**src/rtl/switch_debouncer_if.sv**
```systemverilog
// Switch conditioning bus: raw switch pins in, debounced levels and edge events out.
// The debouncer sits on the slave modport; the switch source / consumer side uses master.
interface switch_debouncer_if #(
    parameter int unsigned NUM_INPUTS = 15
);

    logic [NUM_INPUTS-1:0] rawInputs;
    logic [NUM_INPUTS-1:0] debouncedOutputs;
    logic [NUM_INPUTS-1:0] risingPulse;
    logic [NUM_INPUTS-1:0] fallingPulse;
    logic                  anyChange;

    modport master (
        output rawInputs,
        input  debouncedOutputs,
        input  risingPulse,
        input  fallingPulse,
        input  anyChange
    );

    modport slave (
        input  rawInputs,
        output debouncedOutputs,
        output risingPulse,
        output fallingPulse,
        output anyChange
    );

endinterface

```
**src/rtl/switch_debouncer.sv**
```systemverilog
// Per-bit switch debouncer: 2-flop synchroniser, stability counter, registered level
// and one-cycle rising/falling pulses. Bits are fully independent.
module switch_debouncer #(
    parameter int unsigned NUM_INPUTS    = 15,
    parameter int unsigned STABLE_CYCLES = 1000000,
    parameter int unsigned COUNT_WIDTH   = 20
) (
    input  logic              clk,
    input  logic              reset,
    switch_debouncer_if.slave sw
);

    // Terminal count: the mismatch that sees this value commits the new level.
    localparam logic [COUNT_WIDTH-1:0] LastCount = COUNT_WIDTH'(STABLE_CYCLES - 1);

    logic [NUM_INPUTS-1:0]                  sync1_q, sync2_q;
    logic [NUM_INPUTS-1:0][COUNT_WIDTH-1:0] cnt_q, cnt_d;
    logic [NUM_INPUTS-1:0]                  deb_q, deb_d;
    logic [NUM_INPUTS-1:0]                  rise_q, rise_d;
    logic [NUM_INPUTS-1:0]                  fall_q, fall_d;
    logic                                   any_q, any_d;

    always_comb begin
        cnt_d  = cnt_q;
        deb_d  = deb_q;
        rise_d = '0;
        fall_d = '0;
        for (int i = 0; i < int'(NUM_INPUTS); i++) begin
            if (sync2_q[i] == deb_q[i]) begin
                cnt_d[i] = '0;
            end else if (cnt_q[i] == LastCount) begin
                deb_d[i]  = sync2_q[i];
                cnt_d[i]  = '0;
                rise_d[i] = sync2_q[i];
                fall_d[i] = ~sync2_q[i];
            end else begin
                cnt_d[i] = cnt_q[i] + COUNT_WIDTH'(1);
            end
        end
        any_d = (|rise_d) | (|fall_d);
    end

    always_ff @(posedge clk) begin
        if (reset) begin
            sync1_q <= '0;
            sync2_q <= '0;
            cnt_q   <= '0;
            deb_q   <= '0;
            rise_q  <= '0;
            fall_q  <= '0;
            any_q   <= 1'b0;
        end else begin
            sync1_q <= sw.rawInputs;
            sync2_q <= sync1_q;
            cnt_q   <= cnt_d;
            deb_q   <= deb_d;
            rise_q  <= rise_d;
            fall_q  <= fall_d;
            any_q   <= any_d;
        end
    end

    assign sw.debouncedOutputs = deb_q;
    assign sw.risingPulse      = rise_q;
    assign sw.fallingPulse     = fall_q;
    assign sw.anyChange        = any_q;

endmodule
```
**src/flat_wrapper.sv**
```systemverilog
// flat-port wrapper written by rule: the top's interface ports become plain ports
module switch_debouncer_flat 
#(
    parameter int unsigned NUM_INPUTS    = 15,
    parameter int unsigned STABLE_CYCLES = 1000000,
    parameter int unsigned COUNT_WIDTH   = 20
)
  (clk, reset, sw_rawInputs, sw_debouncedOutputs, sw_risingPulse, sw_fallingPulse, sw_anyChange);
  switch_debouncer_if #(.NUM_INPUTS(NUM_INPUTS)) sw_i ();
  input  logic clk;
  input  logic reset;
  input wire logic [$bits(sw_i.rawInputs)-1:0] sw_rawInputs;
  output wire logic [$bits(sw_i.debouncedOutputs)-1:0] sw_debouncedOutputs;
  output wire logic [$bits(sw_i.risingPulse)-1:0] sw_risingPulse;
  output wire logic [$bits(sw_i.fallingPulse)-1:0] sw_fallingPulse;
  output wire logic [$bits(sw_i.anyChange)-1:0] sw_anyChange;
  assign sw_i.rawInputs = sw_rawInputs;
  assign sw_debouncedOutputs = sw_i.debouncedOutputs;
  assign sw_risingPulse = sw_i.risingPulse;
  assign sw_fallingPulse = sw_i.fallingPulse;
  assign sw_anyChange = sw_i.anyChange;
  switch_debouncer #(.NUM_INPUTS(NUM_INPUTS), .STABLE_CYCLES(STABLE_CYCLES), .COUNT_WIDTH(COUNT_WIDTH)) u_core (.clk(clk), .reset(reset), .sw(sw_i));
endmodule
```
**config.mk**
```make
export PLATFORM = sky130hd
export DESIGN_NAME = switch_debouncer_flat
export DESIGN_NICKNAME = d
export VERILOG_FILES = /design/src/rtl/switch_debouncer_if.sv /design/src/rtl/switch_debouncer.sv /design/src/flat_wrapper.sv
export SDC_FILE = /design/constraint.sdc
export NUM_CORES = 1
export LEC_CHECK = 0
export CORE_MARGIN = 8
export CORE_UTILIZATION = 46
export DETAILED_ROUTE_END_ITERATION = 12
export GPL_ROUTABILITY_DRIVEN = 0
export SLEW_MARGIN = 20
export SYNTH_ARGS = -nofsm -noshare
export SYNTH_HDL_FRONTEND = slang
export SYNTH_SLANG_ARGS = --single-unit
```
**constraint.sdc**
```tcl
create_clock -name clk -period 6.5 [get_ports clk]
set_input_delay 1.3 -clock clk [delete_from_list [all_inputs] [get_ports clk]]
set_output_delay 1.3 -clock clk [all_outputs]
set_load 0.05 [all_outputs]
```
# Yosys cells after proc, flatten, opt, wreduce, memory -nomap -nowiden
# Index checks and enable logic that the tools add are counted.
# Widths: inputs -> output; s select.
# totals
reg_bits,376
output_inout_bits,46
# op_classes
n_addsub,15
n_eq_ne,30
n_mux,60
n_bitwise,31
n_reduce_logical,32
# ops
op,n
$add 20x1->20 const B,15
$eq 20x20->1 const B,15
$mux 1,60
$reduce_or 3->1,15
$not 1->1,30
$reduce_and 2->1,15
$reduce_or 15->1,2
$eq 1x1->1,15
$or 1x1->1,1

# Longest topological paths before layout
# logic_depth
ltp_word,5
ltp_mapped,9
ltp_nobuf,6

# Worst setup path before layout
# No wires, ideal clock.
# synth_timing
kind,input to register
from,in reset
to,reg u_core.cnt_q[91] (netlist name)
setup_time_ns,0.128
arrival_ns,2.203
t_required_ns,6.372
setup_slack_ns,4.169
stages,5
n_path_buf,2
path_cell_list,clkbuf_1 > nor2_1 > nand2_1 > clkbuf_1 > nor2_1
# synth_between
elab_chain_len,1
# synth_lines
item,line,text
start: declaration,flat_wrapper.sv:11,input logic reset;
$reduce_or 3->1 (no line),--,
end signal: assignment,switch_debouncer.sv:55,cnt_q <= cnt_d;
end: declaration,switch_debouncer.sv:17,"logic [NUM_INPUTS-1:0][COUNT_WIDTH-1:0] cnt_q, cnt_d;"
# Every way passes these cells.
# A chain may end at the register's enable or synchronous reset.

# Worst setup path in the final report
# layout_timing
from,reg u_core.deb_q[1] (netlist: u_core.sw.debouncedOutputs[1])
to,out sw_debouncedOutputs[1]
# layout_rtl
item,line,text
start: declaration,switch_debouncer.sv:18,"logic [NUM_INPUTS-1:0] deb_q, deb_d;"
start signal: assignment,switch_debouncer.sv:48,deb_q <= '0;
start signal: assignment,switch_debouncer.sv:56,deb_q <= deb_d;
end: declaration,flat_wrapper.sv:13,output wire logic [$bits(sw_i.debouncedOutputs)-1:0] sw_debouncedOutputs;
# No word-level cell between the ends.

==> impl_metrics.yaml <==
place:
  dp_hpwl_um: 20200
  io_buffers: 62
  place_area_um2: 16500
synth:
  synth_flop_cell: "dfxtp_1"
  syn_inst: 1732
  synth_compound_gate_area_share: 0.00549
  synthSimpleGateAreaFrac: 0.306
  yosysMostFrequentCell: "nor2_1"
  seq_area_frac_synth: 0.485
  synth.avg_cell_area_um2: 8.95
  synth_area_leaders: "dfxtp_1, xnor2_1, nor2_1"
  yosys_warnings: 0
  synth-seq-cells: 376
  synth_top_family_by_area: "simple AND/OR/NAND/NOR gates"
  yosysUniqueCellTypes: 44
  synth_xor_area_frac: 0.160
  synth_top_area_share: 0.485
  synth_area_leader_cell: "dfxtp_1"
  synth_nets: 1764
  synthArstFlopShare: 0
  synth_common_cells: "nor2_1, dfxtp_1, xnor2_1"
  synthMuxAreaShare: 0.00839
  synth_edf_count: 0
  syn_area_um2: 15500
  synthAdderAreaFrac: 0.0121
timing:
  skew_ns: 0.0256
  period_share: 0.485
  max_freq_ghz: 0.317
  worst_pin_slew_ns: 1.08
  fin_crit_ns: 3.15
  slew_headroom: 0.272
  holdWs_ns: 0.433
  hold_viol_final: 0
  rsz0062_at_grt: "false"
  final-setup-viol-count: 0
  tns_ns: 0
  slew_violations: 0
finish:
  final_util: 0.535
  area.growth.synth_to_final_pct: 15.0
  fin_area_um2: 17800
  fillers: 3153
  diodes: 0
  nets: 1818
  drive_above_1_share: 0.0447
critical_path:
  cp.arrival_ns: 1.85
  critical_path_class: "reg -> out"
  cp_slowest_stage_delay_ns: 0.89
  crit_slowest_cell: "clkdlybuf4s50_1"
  worstSetupStartpointType: "flop"
  cp_max_fo: 5
  path_cells: "clkdlybuf4s50_1"
  critPathTopFamily: "buffers and inverters"
  cp.depth: 1
  reg2reg_setup_slack_ns: 4.04
  cp_num_buf_inv: 1
  cp-end-kind: "output port"
  crit_required_ns: 5.20
  r2r_cells: 6
  r2r_start: "u_core.cnt_q[100]"
  worst_r2r_endpoint: "u_core.cnt_q[112]"
hold_path:
  min_from: "u_core.sync1_q[14]"
  whs_path_depth: 1
  hold_class: "reg -> reg"
  min_to: "u_core.sync2_q[14]"
pwr:
  comb_power_share: 0.011
  p_clk_frac: 0.494
  p_per_area_nw_per_um2: 263
  swShare: 0.195
  p_leak_nw: 5.52
  p_int_mw: 3.77
  seqPwrFrac: 0.496
  max-vdd-ir-drop_mv: 0.189
  total_power_mw: 4.69
  power.switching_mw: 0.916
floorplan:
  dieArea_um2: 39800
  io_pins: 63
  rows: 67
  initial_utilization: 0.465
  fp.coreArea_um2: 33400
  chipWidth_um: 200
  die_h_um: 200
drt:
  drt-initial-drc-count: 446
  drcViolationCount: 0
  post_drt_via_cell_ratio: 5.02
  antenna_violating_nets_post_route: 0
  drt-wirelength-per-cell_um: 13.0
  routed_wl_um: 29300
  vias: 11400
  dr.pass1.iters: 4
clocking:
  cts_resized: 0
  clock_path_buffers: 3
  cts.htree.levels: 2
  clk_pin_slew_ns: 0.06
  cts.sinks: 376
  numCtsBuffers: 40
  post_cts_buffers: 0
  ctsRootBufferMaster: "clkbuf_16"
  cts_tree: "built"
  ctsHoldBuffers: 0
  clk_latency_ns: 0.53
global_route:
  grt_remaining_overflow: 0
  grt_pass1_vias: 10800
  grt_antenna_before_repair: 0
  grt_max_degree: 51
  grt_pass1_wl_um: 50600
  grtUsageTotal: 0.150
job:
  drv_cap: 0
outcome:
  outcome: "complete, no violations"
-- final cells by class --
type	count	area [µm²]	share of cell area
flip-flops and latches	376	7530	0.422
well taps	448	561	0.0314
multi-input cells	1266	7620	0.427
inverters	39	146	0.00821
clock inverters	9	145	0.00814
repair buffers	63	626	0.0351
clock buffers	61	1210	0.0679
-- layer usage --
metal  GRT usage  routed length, µm  part of all wire
met5           0                  0                 0
met4      0.0550                883             0.030
met3      0.0307               1080             0.037
met2       0.239              12700              0.43
met1       0.198              14700              0.50
-- flip-flops by register name (all words and copies together) (netlist names) --
| register | cells |
|---|---|
| u_core.sync1_q | 15 |
| u_core.sw.fallingPulse | 15 |
| u_core.sw.anyChange | 1 |
| u_core.sw.debouncedOutputs | 15 |
| u_core.cnt_q | 300 |
| u_core.sw.risingPulse | 15 |
| u_core.sync2_q | 15 |
-- worst reg2reg max path, cell delays in order, from the launching register on --
cell and delay (ns):
dfxtp_1 0.39, ha_1 0.23, and2_1 0.18, nand2_1 0.13, or4_1 0.60, nand3b_1 0.63, nor2_1 0.14
-- power by group through the flow --
stage | registers [mW] | logic, mW | clock network (mW)
2_1_floorplan | 2.37 | 0.0324 | 0
3_3_place_gp | 2.38 | 0.0501 | 0
3_5_place_dp | 2.38 | 0.0507 | 0
4_1_cts | 2.32 | 0.0508 | 2.39
5_1_grt | 2.32 | 0.0557 | 2.49
6_report | 2.32 | 0.0498 | 2.31
-- stage by stage --
step	std cells	worst slack, ns
after global placement	2192	3.40
after global routing	2262	3.25
after detailed placement	2192	3.32
after floorplan	1732	4.17
final	2262	3.35
after CTS	2262	3.28
-- cell families (layout without fill, tap and decap cells) --
family	after synthesis	in the layout
buf+inv	90	172
mux	13	13
compound gates	12	12
fa+ha+maj	15	15
xor+xnor	283	283
flops	376	376
simple gates	943	943
-- worst max path at each step --
stage                                        from                      to  slack (ns)
global placement                            reset       u_core.cnt_q[117]        3.40
detailed placement                          reset       u_core.cnt_q[112]        3.32
finish              u_core.sw.debouncedOutputs[1]  sw_debouncedOutputs[1]        3.35
global route        u_core.sw.debouncedOutputs[1]  sw_debouncedOutputs[1]        3.25
CTS                 u_core.sw.debouncedOutputs[1]  sw_debouncedOutputs[1]        3.28
floorplan                                   reset        u_core.cnt_q[91]        4.17
-- cell usage in the layout, fill, tap and decap left out, types with 2 or more instances in the layout --
cell type        netlist  routed
nor4bb_1              12      12
inv_1                 39      39
nand2_1              108     108
nand2_2                3       3
a2111oi_0              2       2
nand2b_1               5       5
clkinv_2               0       5
nand4b_1               3       3
bufinv_16              0       4
mux2i_1               13      13
clkbuf_1              41       9
and2_1                10      10
clkbuf_16              0      41
a21oi_1                4       4
buf_4                  0       2
nor3b_2                2       2
clkdlybuf4s50_1        0      61
nor2b_1               36      36
nand3_1              103     103
nor4b_1               38      38
or4_1                  8       8
nor3b_1                9       9
nor4_1                30      30
nor3_1                48      48
dfxtp_1              376     376
or3_1                 11      11
clkbuf_8               0      11
nor2_1               386     386
xnor2_1              167     167
and4_1                27      27
nand4_1               54      54
and3_1                32      32
or2_2                 10      10
o21ai_0                2       2
xor2_1               116     116
ha_1                  15      15
Note: power is estimated with default switching activity, not from simulation.
